==> config.mk <==
export PLATFORM = sky130hd
export DESIGN_NAME = cube_scan_sequencer
export DESIGN_NICKNAME = d
export VERILOG_FILES = /design/src/rtl/cube_scan_sequencer.sv
export SDC_FILE = /design/constraint.sdc
export NUM_CORES = 1
export LEC_CHECK = 0
export ABC_AREA = 1
export CAP_MARGIN = 30
export CELL_PAD_IN_SITES_DETAIL_PLACEMENT = 1
export CELL_PAD_IN_SITES_GLOBAL_PLACEMENT = 1
export CORE_MARGIN = 2
export CORE_UTILIZATION = 39
export DETAILED_ROUTE_END_ITERATION = 12
export PLACE_DENSITY_LB_ADDON = 0.1
export REMOVE_ABC_BUFFERS = 1
export SLEW_MARGIN = 20
export SYNTH_ARGS = -nofsm -noshare
export SYNTH_HDL_FRONTEND = slang
export SYNTH_SLANG_ARGS = --single-unit
==> constraint.sdc <==
create_clock -name state_clk -period 4.1 [get_ports state_clk]
set_input_delay 0.615 -clock state_clk [delete_from_list [all_inputs] [get_ports state_clk]]
set_output_delay 0.615 -clock state_clk [all_outputs]
set_load 0.02 [all_outputs]
==> src/rtl/cube_scan_sequencer.sv <==
`default_nettype none
// ============================================================================
//  Module   : cube_scan_sequencer
//  Purpose  : Plane/colour scan engine for the LED cube's 74HC595 chains.
//             For every slot (plane p, colour c) it fetches a column word
//             from an external registered frame ROM and shifts it MSB first
//             onto the control chain. At the same time it shifts a one-hot
//             plane select onto the colour-c chain, with all other colour
//             chains inactive. It then pulses the global storage latch,
//             dwells, and advances to the next slot. Two frame banks are
//             supported; a bank swap is requested with bank_req and is
//             taken only at a frame boundary.
//  Revision : 1.0  initial release
// ----------------------------------------------------------------------------
//  Ports
//    state_clk   in   scan clock, all logic on the rising edge
//    reset       in   synchronous, active-high
//    enable      in   run scanning; a slot in progress always completes
//    rom_addr    out  bank*PLANES*COLORS + plane*COLORS + color
//    rom_data    in   ROM word, valid one cycle after rom_addr
//    ctrl_ds     out  control chain serial data
//    ctrl_shcp   out  control chain shift clock
//    color_ds    out  per-colour chain serial data
//    color_shcp  out  shared colour chain shift clock (equals ctrl_shcp)
//    stcp        out  global storage latch, one-cycle pulse per slot
//    mr_n        out  global master reset, active-low
//    plane       out  current plane index
//    color       out  current colour index
//    frame_done  out  one-cycle pulse in the last cycle of a frame
//    bank_req    in   bank swap request (level, held until bank_ack)
//    bank_ack    out  one-cycle pulse when the swap is taken
//    oe_n        out  output blank, present only with CUBE_SCAN_BLANK_EN;
//                     low only while dwelling
//  Configuration macro
//    CUBE_SCAN_BLANK_EN : adds the oe_n output
// ============================================================================
module cube_scan_sequencer #(
  parameter int   DATA_WIDTH = 8,
  parameter int   PLANES     = 7,
  parameter int   COLORS     = 3,
  parameter int   DWELL      = 4,
  parameter logic COLOR_POL  = 1'b1,
  parameter int   ADDR_W     = $clog2(2*PLANES*COLORS)
) (
  input  logic                  state_clk,
  input  logic                  reset,
  input  logic                  enable,
  output logic [ADDR_W-1:0]     rom_addr,
  input  logic [DATA_WIDTH-1:0] rom_data,
  output logic                  ctrl_ds,
  output logic                  ctrl_shcp,
  output logic [COLORS-1:0]     color_ds,
  output logic                  color_shcp,
  output logic                  stcp,
  output logic                  mr_n,
  output logic [2:0]            plane,
  output logic [1:0]            color,
  output logic                  frame_done,
  input  logic                  bank_req,
  output logic                  bank_ack
`ifdef CUBE_SCAN_BLANK_EN
  ,
  output logic                  oe_n
`endif
);

  localparam int c_BIT_W = (DATA_WIDTH > 1) ? $clog2(DATA_WIDTH) : 1;
  localparam int c_DW_W  = $clog2(DWELL + 1);

  localparam logic [c_BIT_W-1:0] c_BIT_MSB    = c_BIT_W'(DATA_WIDTH - 1);
  localparam logic [c_DW_W-1:0]  c_DWELL_LOAD = c_DW_W'(DWELL - 1);
  localparam logic [2:0]         c_PLANE_LAST = 3'(PLANES - 1);
  localparam logic [1:0]         c_COLOR_LAST = 2'(COLORS - 1);

  typedef enum logic [2:0] {
    S_IDLE  = 3'd0,
    S_FETCH = 3'd1,
    S_SHIFT = 3'd2,
    S_LATCH = 3'd3,
    S_DWELL = 3'd4
  } state_t;

  state_t                r_state;
  logic                  r_fetch_cnt;   // 0: address cycle, 1: capture cycle
  logic [c_BIT_W-1:0]    r_bit;         // index of the bit currently on DS
  logic                  r_phase;       // 0: SHCP low, 1: SHCP high
  logic [DATA_WIDTH-1:0] r_shift;       // captured column word
  logic [c_DW_W-1:0]     r_dwell_cnt;   // counts down to 0 in DWELL
  logic                  r_bank;

  logic                  w_last_slot;
  logic                  w_enter_final_dwell;
  logic [2:0]            w_next_plane;
  logic [1:0]            w_next_color;
  logic [c_BIT_W-1:0]    w_bit_dn;

  // Colour chain bit k for the current slot: active only on the chain of the
  // current colour and only at the position of the current plane.
  function automatic logic [COLORS-1:0] col_bits(input logic [c_BIT_W-1:0] k,
                                                 input logic [2:0]         p,
                                                 input logic [1:0]         c);
    logic [COLORS-1:0] res;
    for (int i = 0; i < COLORS; i++) begin
      res[i] = ((int'(k) == int'(p)) && (i == int'(c))) ? COLOR_POL : ~COLOR_POL;
    end
    return res;
  endfunction

  function automatic logic [ADDR_W-1:0] addr_of(input logic       b,
                                                input logic [2:0] p,
                                                input logic [1:0] c);
    return ADDR_W'(int'(b) * PLANES * COLORS + int'(p) * COLORS + int'(c));
  endfunction

  always_comb begin
    w_last_slot  = (plane == c_PLANE_LAST) && (color == c_COLOR_LAST);
    w_bit_dn     = r_bit - c_BIT_W'(1);
    w_next_color = color + 2'd1;
    w_next_plane = plane;
    if (color == c_COLOR_LAST) begin
      w_next_color = 2'd0;
      w_next_plane = (plane == c_PLANE_LAST) ? 3'd0 : plane + 3'd1;
    end
    // True on the edge that enters the final DWELL cycle of a slot. Frame-end
    // signalling is raised there so that it coincides with the last cycle.
    w_enter_final_dwell = ((r_state == S_LATCH) && (c_DWELL_LOAD == '0)) ||
                          ((r_state == S_DWELL) && (r_dwell_cnt == c_DW_W'(1)));
  end

  always_ff @(posedge state_clk) begin
    if (reset) begin
      r_state     <= S_IDLE;
      r_fetch_cnt <= 1'b0;
      r_bit       <= '0;
      r_phase     <= 1'b0;
      r_shift     <= '0;
      r_dwell_cnt <= '0;
      r_bank      <= 1'b0;
      plane       <= 3'd0;
      color       <= 2'd0;
      rom_addr    <= '0;
      ctrl_ds     <= 1'b0;
      ctrl_shcp   <= 1'b0;
      color_ds    <= '0;
      color_shcp  <= 1'b0;
      stcp        <= 1'b0;
      mr_n        <= 1'b0;
      frame_done  <= 1'b0;
      bank_ack    <= 1'b0;
`ifdef CUBE_SCAN_BLANK_EN
      oe_n        <= 1'b1;
`endif
    end else begin
      mr_n       <= 1'b1;
      frame_done <= 1'b0;
      bank_ack   <= 1'b0;

      // The bank flips here, one edge before the slot advance, so the
      // address computed at the advance already points into the new bank.
      if (w_enter_final_dwell && w_last_slot) begin
        frame_done <= 1'b1;
        if (bank_req) begin
          r_bank   <= ~r_bank;
          bank_ack <= 1'b1;
        end
      end

      case (r_state)
        S_IDLE: begin
          if (enable) begin
            r_state     <= S_FETCH;
            r_fetch_cnt <= 1'b0;
          end
        end

        S_FETCH: begin
          if (!r_fetch_cnt) begin
            // rom_addr is already stable; the ROM registers it on this edge.
            r_fetch_cnt <= 1'b1;
          end else begin
            r_state    <= S_SHIFT;
            r_shift    <= rom_data;
            r_bit      <= c_BIT_MSB;
            r_phase    <= 1'b0;
            ctrl_ds    <= rom_data[DATA_WIDTH-1];
            color_ds   <= col_bits(c_BIT_MSB, plane, color);
            ctrl_shcp  <= 1'b0;
            color_shcp <= 1'b0;
          end
        end

        S_SHIFT: begin
          if (!r_phase) begin
            // Rising shift clock; data stays put for the whole high phase.
            r_phase    <= 1'b1;
            ctrl_shcp  <= 1'b1;
            color_shcp <= 1'b1;
          end else if (r_bit == '0) begin
            r_state    <= S_LATCH;
            ctrl_shcp  <= 1'b0;
            color_shcp <= 1'b0;
            ctrl_ds    <= 1'b0;
            color_ds   <= '0;
            stcp       <= 1'b1;
          end else begin
            r_bit      <= w_bit_dn;
            r_phase    <= 1'b0;
            ctrl_shcp  <= 1'b0;
            color_shcp <= 1'b0;
            ctrl_ds    <= r_shift[w_bit_dn];
            color_ds   <= col_bits(w_bit_dn, plane, color);
          end
        end

        S_LATCH: begin
          stcp        <= 1'b0;
          r_state     <= S_DWELL;
          r_dwell_cnt <= c_DWELL_LOAD;
`ifdef CUBE_SCAN_BLANK_EN
          oe_n        <= 1'b0;
`endif
        end

        S_DWELL: begin
          if (r_dwell_cnt != '0) begin
            r_dwell_cnt <= r_dwell_cnt - c_DW_W'(1);
          end else begin
            // Slot complete: advance indices even if enable has dropped, so
            // a later resume continues with the following slot.
            plane       <= w_next_plane;
            color       <= w_next_color;
            rom_addr    <= addr_of(r_bank, w_next_plane, w_next_color);
            r_fetch_cnt <= 1'b0;
            r_state     <= enable ? S_FETCH : S_IDLE;
`ifdef CUBE_SCAN_BLANK_EN
            oe_n        <= 1'b1;
`endif
          end
        end

        default: begin
          r_state <= S_IDLE;
        end
      endcase
    end
  end

endmodule
`default_nettype wire

=== After elaboration in Yosys (flattened, before gate mapping) ===
Index checks and enable logic that the tools add are counted.

* Reductions and logical operators: 28
* Order comparisons: 1
* Bitwise operators: 3
* Multiply operators: 3
* Add/sub/neg operators: 6
* Multiplexer cells: 47
* Equal/unequal tests: 18

{| class="wikitable"
|+ Operators by type and width
! cell !! number
|-
| $mux W3 || 14
|-
| $mux W1 || 22
|-
| $pmux W3 S2 || 3
|-
| $pmux W3 S5 || 1
|-
| $ne A2 B2 Y1 const B || 6
|-
| $reduce_and A2 Y1 || 5
|-
| $logic_and A1 B1 Y1 || 9
|-
| $reduce_and A3 Y1 || 3
|-
| $pmux W1 S2 || 4
|-
| $add A6 B2 Y6 || 1
|-
| $add A6 B5 Y6 || 1
|-
| $eq A3 B1 Y1 const B || 2
|-
| $eq A3 B2 Y1 const B || 2
|-
| $eq A3 B3 Y1 const B || 2
|-
| $logic_not A3 Y1 || 2
|-
| $mul A4 B2 Y6 const B || 1
|-
| $reduce_bool A2 Y1 || 3
|-
| $reduce_bool A3 Y1 || 2
|-
| $sub A3 B1 Y3 const B || 2
|-
| $mul A3 B2 Y5 const B || 1
|-
| $reduce_and A5 Y1 || 1
|-
| $eq A2 B2 Y1 const A || 2
|-
| $lt A3 B4 Y1 const B || 1
|-
| $mul A1 B3 Y4 const B || 1
|-
| other kinds (13) || 15
|}

* Input bits: 12
* Output and inout bits: 21
* Word-level logic and storage cells: 123
* Flip-flop bits (word level): 40

=== Depth between registers and ports, before layout ===
Gate-level depths: netlist of run 1.

* Depth after elaboration: 7
* Gate-level depth with buffers: 21
* Mapped depth without buffers: 21

=== Worst setup path after synthesis of run 1 ===
No wires, ideal clock.

* Path type: flip-flop to flip-flop
* Start: register plane[1]
* End: register rom_addr[4]
* Arrival: 3.172 ns
* Period minus slack after synthesis: 3.285 ns
* Buffers on the path: 0
* Path slack: 0.815 ns
* Stages on the path, launching flop included: 16
* Library setup time: 0.113 ns
* Required time: 3.987 ns
* Cells stage by stage: dfxtp_1 nand2_1 inv_1 ha_1 inv_1 a211oi_1 inv_1 fa_1 inv_1 fa_1 ha_1 a21oi_1 o21ai_0 xor2_1 nor2_1 nor2_1

* Word-level cells in the longest chain between the ends: 6
* Elaborated cells between the ends (all ways): 7
* Classes of those cells: 3 x add/sub; 1 x mul; 1 x eq/ne; 2 x mux

{| class="wikitable"
|+ Ends and longest elaborated chain
! item !! line !! source
|-
| start, declared || 56 || <nowiki>output logic [2:0] plane,</nowiki>
|-
| start signal, assigned || 230 || <nowiki>plane <= w_next_plane;</nowiki>
|-
| $add A3 B1 Y3 / $eq A3 B3 Y1 (equally long branches) || 122 || <nowiki>w_next_plane = (plane == c_PLANE_LAST) ? 3'd0 : plane + 3'd1;</nowiki>
|-
| $mux W3 (*) || 122 ||
|-
| $mux W3 (*) || 120 || <nowiki>if (color == c_COLOR_LAST) begin</nowiki>
|-
| via w_next_plane[2] || 93 || <nowiki>logic [2:0] w_next_plane;</nowiki>
|-
| $mul A3 B2 Y5 (*) || 112 || <nowiki>return ADDR_W'(int'(b) * PLANES * COLORS + int'(p) * COLORS + int'(c));</nowiki>
|-
| $add A6 B5 Y6 (*) || 112 ||
|-
| $add A6 B2 Y6 (*) || 112 ||
|-
| end signal, assigned || 232 || <nowiki>rom_addr <= addr_of(r_bank, w_next_plane, w_next_color);</nowiki>
|-
| end, declared || 48 || <nowiki>output logic [ADDR_W-1:0] rom_addr,</nowiki>
|}

Mark *: on every way through the listed nets, which the timed path passes. The rest lies on a longest branch.
A chain may end at the register's enable or synchronous reset.

=== Worst setup path in the final report of run 1 ===
Same ends and word-level chain as after synthesis.

==> results.toml, run 1 <==
[run_status]
status = "finished clean"

[floorplanning]
core-area_sq_um = 5890
number_of_i_o_pins = 33
initial_utilization_pct = 40.2
die_h_microns = 81.9
die_w_microns = 81.9
fp.dieArea_sq_um = 6710
std_cell_rows = 28

[global_routing]
grt-ovfl-total = 0
grt_start_max_net_pins = 28
grt_pass1_vias = 2111
grt_antenna_before_repair = 0
grt_use_total_pct = 19.1
grt_first_pass_wirelength_microns = 9780

[layout]
most_frequent_cells_in_the_layout = "79 x sky130_fd_sc_hd__nand2_1, 57 x sky130_fd_sc_hd__inv_1, 40 x sky130_fd_sc_hd__dfxtp_1, 32 x sky130_fd_sc_hd__clkdlybuf4s50_1, 30 x sky130_fd_sc_hd__nor2_1"
layout.core_utilization_pct = 48.3
finalNetCount = 400
layout.cells.non_filler = 443
drive_gt1_share_pct = 5.98
finish.instance_area_sq_um = 2840
n_antenna_cell = 0
flow.area_growth_from_synthesis_pct = 20.0
mostFrequentLayoutCell = "sky130_fd_sc_hd__nand2_1"
fillCellCount = 773

[synth]
postSynthAreaPerCell_sq_um = 7.07
yosys_warnings = 0
synthCells = 335
sequential_element_share_of_the_synthesized_area_pct = 33.8
ys_types = 33
syn_area_sq_um = 2370
flop_and_latch_count_out_of_synthesis = 40

[routing]
drc_errors = 0
drt-wirelength-per-cell_microns = 13.4
routed-via-count = 2141
wirelength_microns = 5930
vias_per_cell = 4.83
first_pass_iters = 6
detail-route-antenna-nets = 0
initialDrtViolationCount = 52

[clocking]
ctsHoldBuffers = 0
htree_num_levels = 2
postCtsSetupBuffers = 0
clock_tree_from_tritoncts = "built"
worst_case_clock_buffer_depth = 2
cts_inserted_buffers = 5
post_cts_resize_count = 0
worstSkewPairLatency_ps = 290
tritoncts_num_sinks = 40
cts-root-buf = "sky130_fd_sc_hd__clkbuf_8"
clk_pin_slew_ps = 80

[worst_hold_path]
min_delay_path_depth = 2
worst_hold_start = "r_shift[4]"
worst_hold_path_type = "register to register"

[placed_design]
finalWeightedCongestion = 0.754
dpl_cell_area_sq_um = 2730
numPlacedInstances = 434
place_worst_setup_slack_ps = 553
io_buffer_count = 32
place_hpwl_microns = 4550

[power]
comb_power_share_pct = 19.5
clockPowerShare_pct = 32.1
p_sw_share_pct = 30.3
power.leakage_nw = 1.33
fraction_of_power_consumed_by_sequential_logic_pct = 48.4
total_power_mw = 0.876
p_sw_mw = 0.265
irDropWorstVdd_v = 0.000166
cell_internal_pwr_mw = 0.611
power_density_nw_per_um2 = 308

[timing]
relSlewSlack_pct = 51.9
final_max_slew_viol_count = 0
transition_time_at_the_pin_with_the_least_slew_margin_ps = 717
fin_worst_skew_ps = 4.81
finalSetupViolCount = 0
layout_setup_ws_ps = 536
final_hold_violating_endpoints = 0
timing.setup.tns_ps = 0
timing.final.crit_period_ps = 3560
final_min_period_over_clock_period_pct = 86.9
final.hold.worst_slack_ps = 459
rsz0062_at_grt = "no"
fmaxAchievable_mhz = 281

[setup_path]
cp_max_fo = 7
worst_ep_arrival_time_ps = 3760
crit_path_start_kind = "register"
timing.reg2reg.worst_path_depth = 15
path_class = "register to register"
critical_path_required_ps = 4290
critPathCaptureType = "register"
worstReg2RegStart = "plane[1]"
startpoint = "plane[1]"

[job]
maxCapViolations = 0
## area by class of cell
class	count	area (sq um)	share of cell area, %
Clock buffer	6	82.6	2.91
Clock inverter	2	10.0	0.352
Inverter	59	221	7.79
Multi-Input combinational cell	228	1300	45.7
Sequential cell	40	801	28.2
Tap cell	75	93.8	3.30
Timing Repair Buffer	33	335	11.8
## cell usage after synthesis (all sizes together)
cell | count | area, sq um
nand2 | 82 | 325
inv | 59 | 221
dfxtp | 40 | 801
nor2 | 33 | 136
a21oi | 29 | 149
o21ai | 29 | 149
ha | 16 | 200
nand3 | 14 | 75.1
buf | 5 | 36.3
fa | 5 | 100
xor2 | 5 | 43.8
nor3 | 4 | 36.3
clkbuf | 3 | 12.5
o211ai | 3 | 22.5
a211oi | 2 | 15.0
o21a | 2 | 15.0
xnor2 | 2 | 17.5
a31oi | 1 | 6.26
nor4 | 1 | 6.26
## worst paths after layout
check,slack [ps],end
setup / recovery,540,rom_addr[4]
setup reg to reg,540,rom_addr[4]
hold / removal,460,r_shift[4]
hold reg to reg,460,r_shift[4]
## logic make-up (layout without fill, tap and decap cells)
| family | Yosys count | in the layout | synth area share [%] |
|---|---|---|---|
| DFF | 40 | 40 | 33.8 |
| AOI/OAI and AO/OA | 66 | 66 | 15.1 |
| buffers and inverters | 67 | 100 | 11.4 |
| adders and majority gates | 21 | 21 | 12.7 |
| xor gates and xnor gates | 7 | 7 | 2.59 |
| and+or+nand+nor | 134 | 134 | 24.5 |
## metal layers
metal	up-vias	share of wire (%)	GRT usage (%)
li1	1106	-	-
met1	1014	46	23.5
met2	17	51	34.2
met3	4	2.1	3.41
met4	0	0.89	5.00
met5	-	0	0
## power by group through the flow
stage	clock (mW)	sequential (mW)	combinational (mW)
2_1_floorplan	0	0.439	0.105
3_3_place_gp	0	0.433	0.166
3_5_place_dp	0	0.434	0.171
4_1_cts	0.289	0.425	0.172
5_1_grt	0.305	0.428	0.197
6_report	0.281	0.424	0.171
## critical path, cell delays in order, from the launching register on
cell and delay [ps]:
sky130_fd_sc_hd__dfxtp_1 370, sky130_fd_sc_hd__nand2_1 90, sky130_fd_sc_hd__inv_1 50, sky130_fd_sc_hd__ha_1 260
sky130_fd_sc_hd__inv_1 40, sky130_fd_sc_hd__a211oi_1 580, sky130_fd_sc_hd__inv_1 200, sky130_fd_sc_hd__fa_1 420
sky130_fd_sc_hd__inv_1 100, sky130_fd_sc_hd__fa_1 420, sky130_fd_sc_hd__ha_1 370, sky130_fd_sc_hd__a21oi_1 160
sky130_fd_sc_hd__o21ai_0 110, sky130_fd_sc_hd__xor2_1 150, sky130_fd_sc_hd__nor2_1 100, sky130_fd_sc_hd__nor2_1 40
## flip-flops by register name, indices dropped and copies added (netlist names)
| register | flops |
|---|---|
| frame_done | 1 |
| bank_ack | 1 |
| rom_addr | 6 |
| color | 2 |
| plane | 3 |
| ctrl_ds | 1 |
| color_ds | 3 |
| color_shcp | 1 |
| r_state | 3 |
| stcp | 1 |
| r_bank | 1 |
| r_phase | 1 |
| r_dwell_cnt | 3 |
| r_fetch_cnt | 1 |
| mr_n | 1 |
| r_bit | 3 |
| r_shift | 8 |
Note: power is estimated with default switching activity, not from simulation.
==> inputs of run 2 (changes only) <==
CTS_CLUSTER_DIAMETER = 50   (was default)
REMOVE_ABC_BUFFERS = default   (was 1)
==> results.toml, run 2 (synthesis gave the netlist of run 1 again) <==
[run_status]
status = "finished clean"

[layout]
mostFrequentLayoutCell = "sky130_fd_sc_hd__nand2_1"
top_register = "r_shift"
reg_top3 = "r_shift (8), rom_addr (6)"
finalNetCount = 399
layout.cells.non_filler = 442
most_frequent_cells_in_the_layout = "79 x sky130_fd_sc_hd__nand2_1, 57 x sky130_fd_sc_hd__inv_1, 40 x sky130_fd_sc_hd__dfxtp_1, 32 x sky130_fd_sc_hd__clkdlybuf4s50_1, 30 x sky130_fd_sc_hd__nor2_1"
n_antenna_cell = 0
flow.area_growth_from_synthesis_pct = 19.2
fillCellCount = 777
drive_gt1_share_pct = 5.18
largest_register_ff_count = 8

[clocking]
clk_pin_slew_ps = 80
ctsHoldBuffers = 0
worst_case_clock_buffer_depth = 2
cts-root-buf = "sky130_fd_sc_hd__clkbuf_8"
clock_tree_from_tritoncts = "built"
post_cts_resize_count = 0
htree_num_levels = 2
worstSkewPairLatency_ps = 290
postCtsSetupBuffers = 0
tritoncts_num_sinks = 40
cts_inserted_buffers = 5

[routing]
routed-via-count = 2176
initialDrtViolationCount = 63
drc_errors = 0
drt-wirelength-per-cell_microns = 13.2
first_pass_iters = 4
detail-route-antenna-nets = 0
vias_per_cell = 4.92
wirelength_microns = 5820

[power]
power_density_nw_per_um2 = 309
irDropWorstVdd_v = 0.000117
power.leakage_nw = 1.32

[floorplanning]
die_h_microns = 81.9
die_w_microns = 81.9
fp.dieArea_sq_um = 6710
core-area_sq_um = 5890
initial_utilization_pct = 40.2
number_of_i_o_pins = 33
std_cell_rows = 28

[setup_path]
r2r_setup_slack_ps = 480
crit_path_start_kind = "register"
destination_of_the_worst_register_to_register_timing_path = "rom_addr[5]"
cp_max_fo = 7
worstReg2RegStart = "plane[1]"
path_class = "register to register"
critical_path_required_ps = 4270
worst_ep_arrival_time_ps = 3790
critPathCaptureType = "register"
timing.reg2reg.worst_path_depth = 16

[global_routing]
groute.layer.met1.usage_pct = 25.2
global_route.usage.met2_pct = 31.5
grt-ovfl-total = 0
grt_use_total_pct = 18.9
grt_busiest_layer = "met2"
grt_first_pass_wirelength_microns = 9780
grt_antenna_before_repair = 0
grt_start_max_net_pins = 28
globalRouteMet3Util_pct = 3.74
grt_pass1_vias = 2074

[job]
maxCapViolations = 0

[timing]
fin_worst_skew_ps = 7.60
fmaxAchievable_mhz = 276
rsz0062_at_grt = "no"
finalSetupViolCount = 0
final_hold_violating_endpoints = 0
transition_time_at_the_pin_with_the_least_slew_margin_ps = 848
timing.final.crit_period_ps = 3620
relSlewSlack_pct = 43.4
final_max_slew_viol_count = 0
final_min_period_over_clock_period_pct = 88.3
timing.setup.tns_ps = 0

[worst_hold_path]
timing.hold.worst_endpoint = "r_shift[2]"
worst_hold_start = "r_shift[2]"
worst_hold_path_type = "register to register"
min_delay_path_depth = 2

[synth]
mappedNetlistNets = 368

[placed_design]
finalWeightedCongestion = 0.826
place_hpwl_microns = 4370
numPlacedInstances = 434
io_buffer_count = 32
run 2: changes by cell type in the layout (fill, tap and decap cells not counted), sizes merged:
cell	previous run	this run
buf	1	0
clkbuf	6	8
clkinv	2	0
run 2: per-layer routing:
metal	share of wire [%]	vias up	wire length [microns]
li1	-	1109	-
met1	50	1032	2890
met2	47	31	2710
met3	3.1	4	182
met4	0.76	0	44
met5	0	-	0
run 2: metrics by stage:
step | hold slack, ps | cell area [sq um] | utilization (%) | total power, mW | worst slack (ps)
final | 459 | 2820 | 48.0 | 0.871 | 478
after detailed placement | 455 | 2730 | 46.4 | 0.604 | 537
after CTS | 465 | 2820 | 48.0 | 0.881 | 455
after global routing | 488 | 2820 | 48.0 | 0.927 | 182
after floorplan | 429 | 2370 | - | 0.549 | 815
after global placement | 448 | 2730 | 46.4 | 0.598 | 663
run 2: where the power goes:
group,switching [mW],internal [mW]
Sequential,0.0159,0.409
Combinational,0.102,0.0663
Clock,0.141,0.138
Total,0.259,0.613
run 2: how the worst max path moves through the flow:
| stage | from | depth (start not counted) | slack, ps | end |
|---|---|---|---|---|
| after floorplan | plane[1] | 15 | 810 | rom_addr[4] |
| after global placement | color[1] | 14 | 660 | rom_addr[4] |
| after detailed placement | plane[1] | 15 | 540 | rom_addr[4] |
| after CTS | plane[1] | 16 | 450 | rom_addr[5] |
| after global routing | color[1] | 16 | 180 | rom_addr[3] |
| final | plane[1] | 16 | 480 | rom_addr[5] |
run 2: area by class of cell:
type | instances | area, sq um | share of cell area, %
multi-input combinational | 228 | 1300 | 45.9
sequential | 40 | 801 | 28.4
timing repair buffer | 32 | 320 | 11.3
inverter | 59 | 221 | 7.84
tap | 75 | 93.8 | 3.32
clock buffer | 8 | 90.1 | 3.19
run 2: worst max-delay path, cell delays in order, from the launching register on:
cell,delay (ps)
sky130_fd_sc_hd__dfxtp_1,370
sky130_fd_sc_hd__nand2_1,100
sky130_fd_sc_hd__inv_1,50
sky130_fd_sc_hd__ha_1,270
sky130_fd_sc_hd__inv_1,30
sky130_fd_sc_hd__a211oi_1,610
sky130_fd_sc_hd__inv_1,200
sky130_fd_sc_hd__fa_1,490
sky130_fd_sc_hd__xnor2_1,210
sky130_fd_sc_hd__xor2_1,210
sky130_fd_sc_hd__inv_1,70
sky130_fd_sc_hd__ha_1,350
sky130_fd_sc_hd__a21oi_1,230
sky130_fd_sc_hd__o21a_1,140
sky130_fd_sc_hd__nand2_1,40
sky130_fd_sc_hd__nand2_1,70
sky130_fd_sc_hd__a21oi_2,50
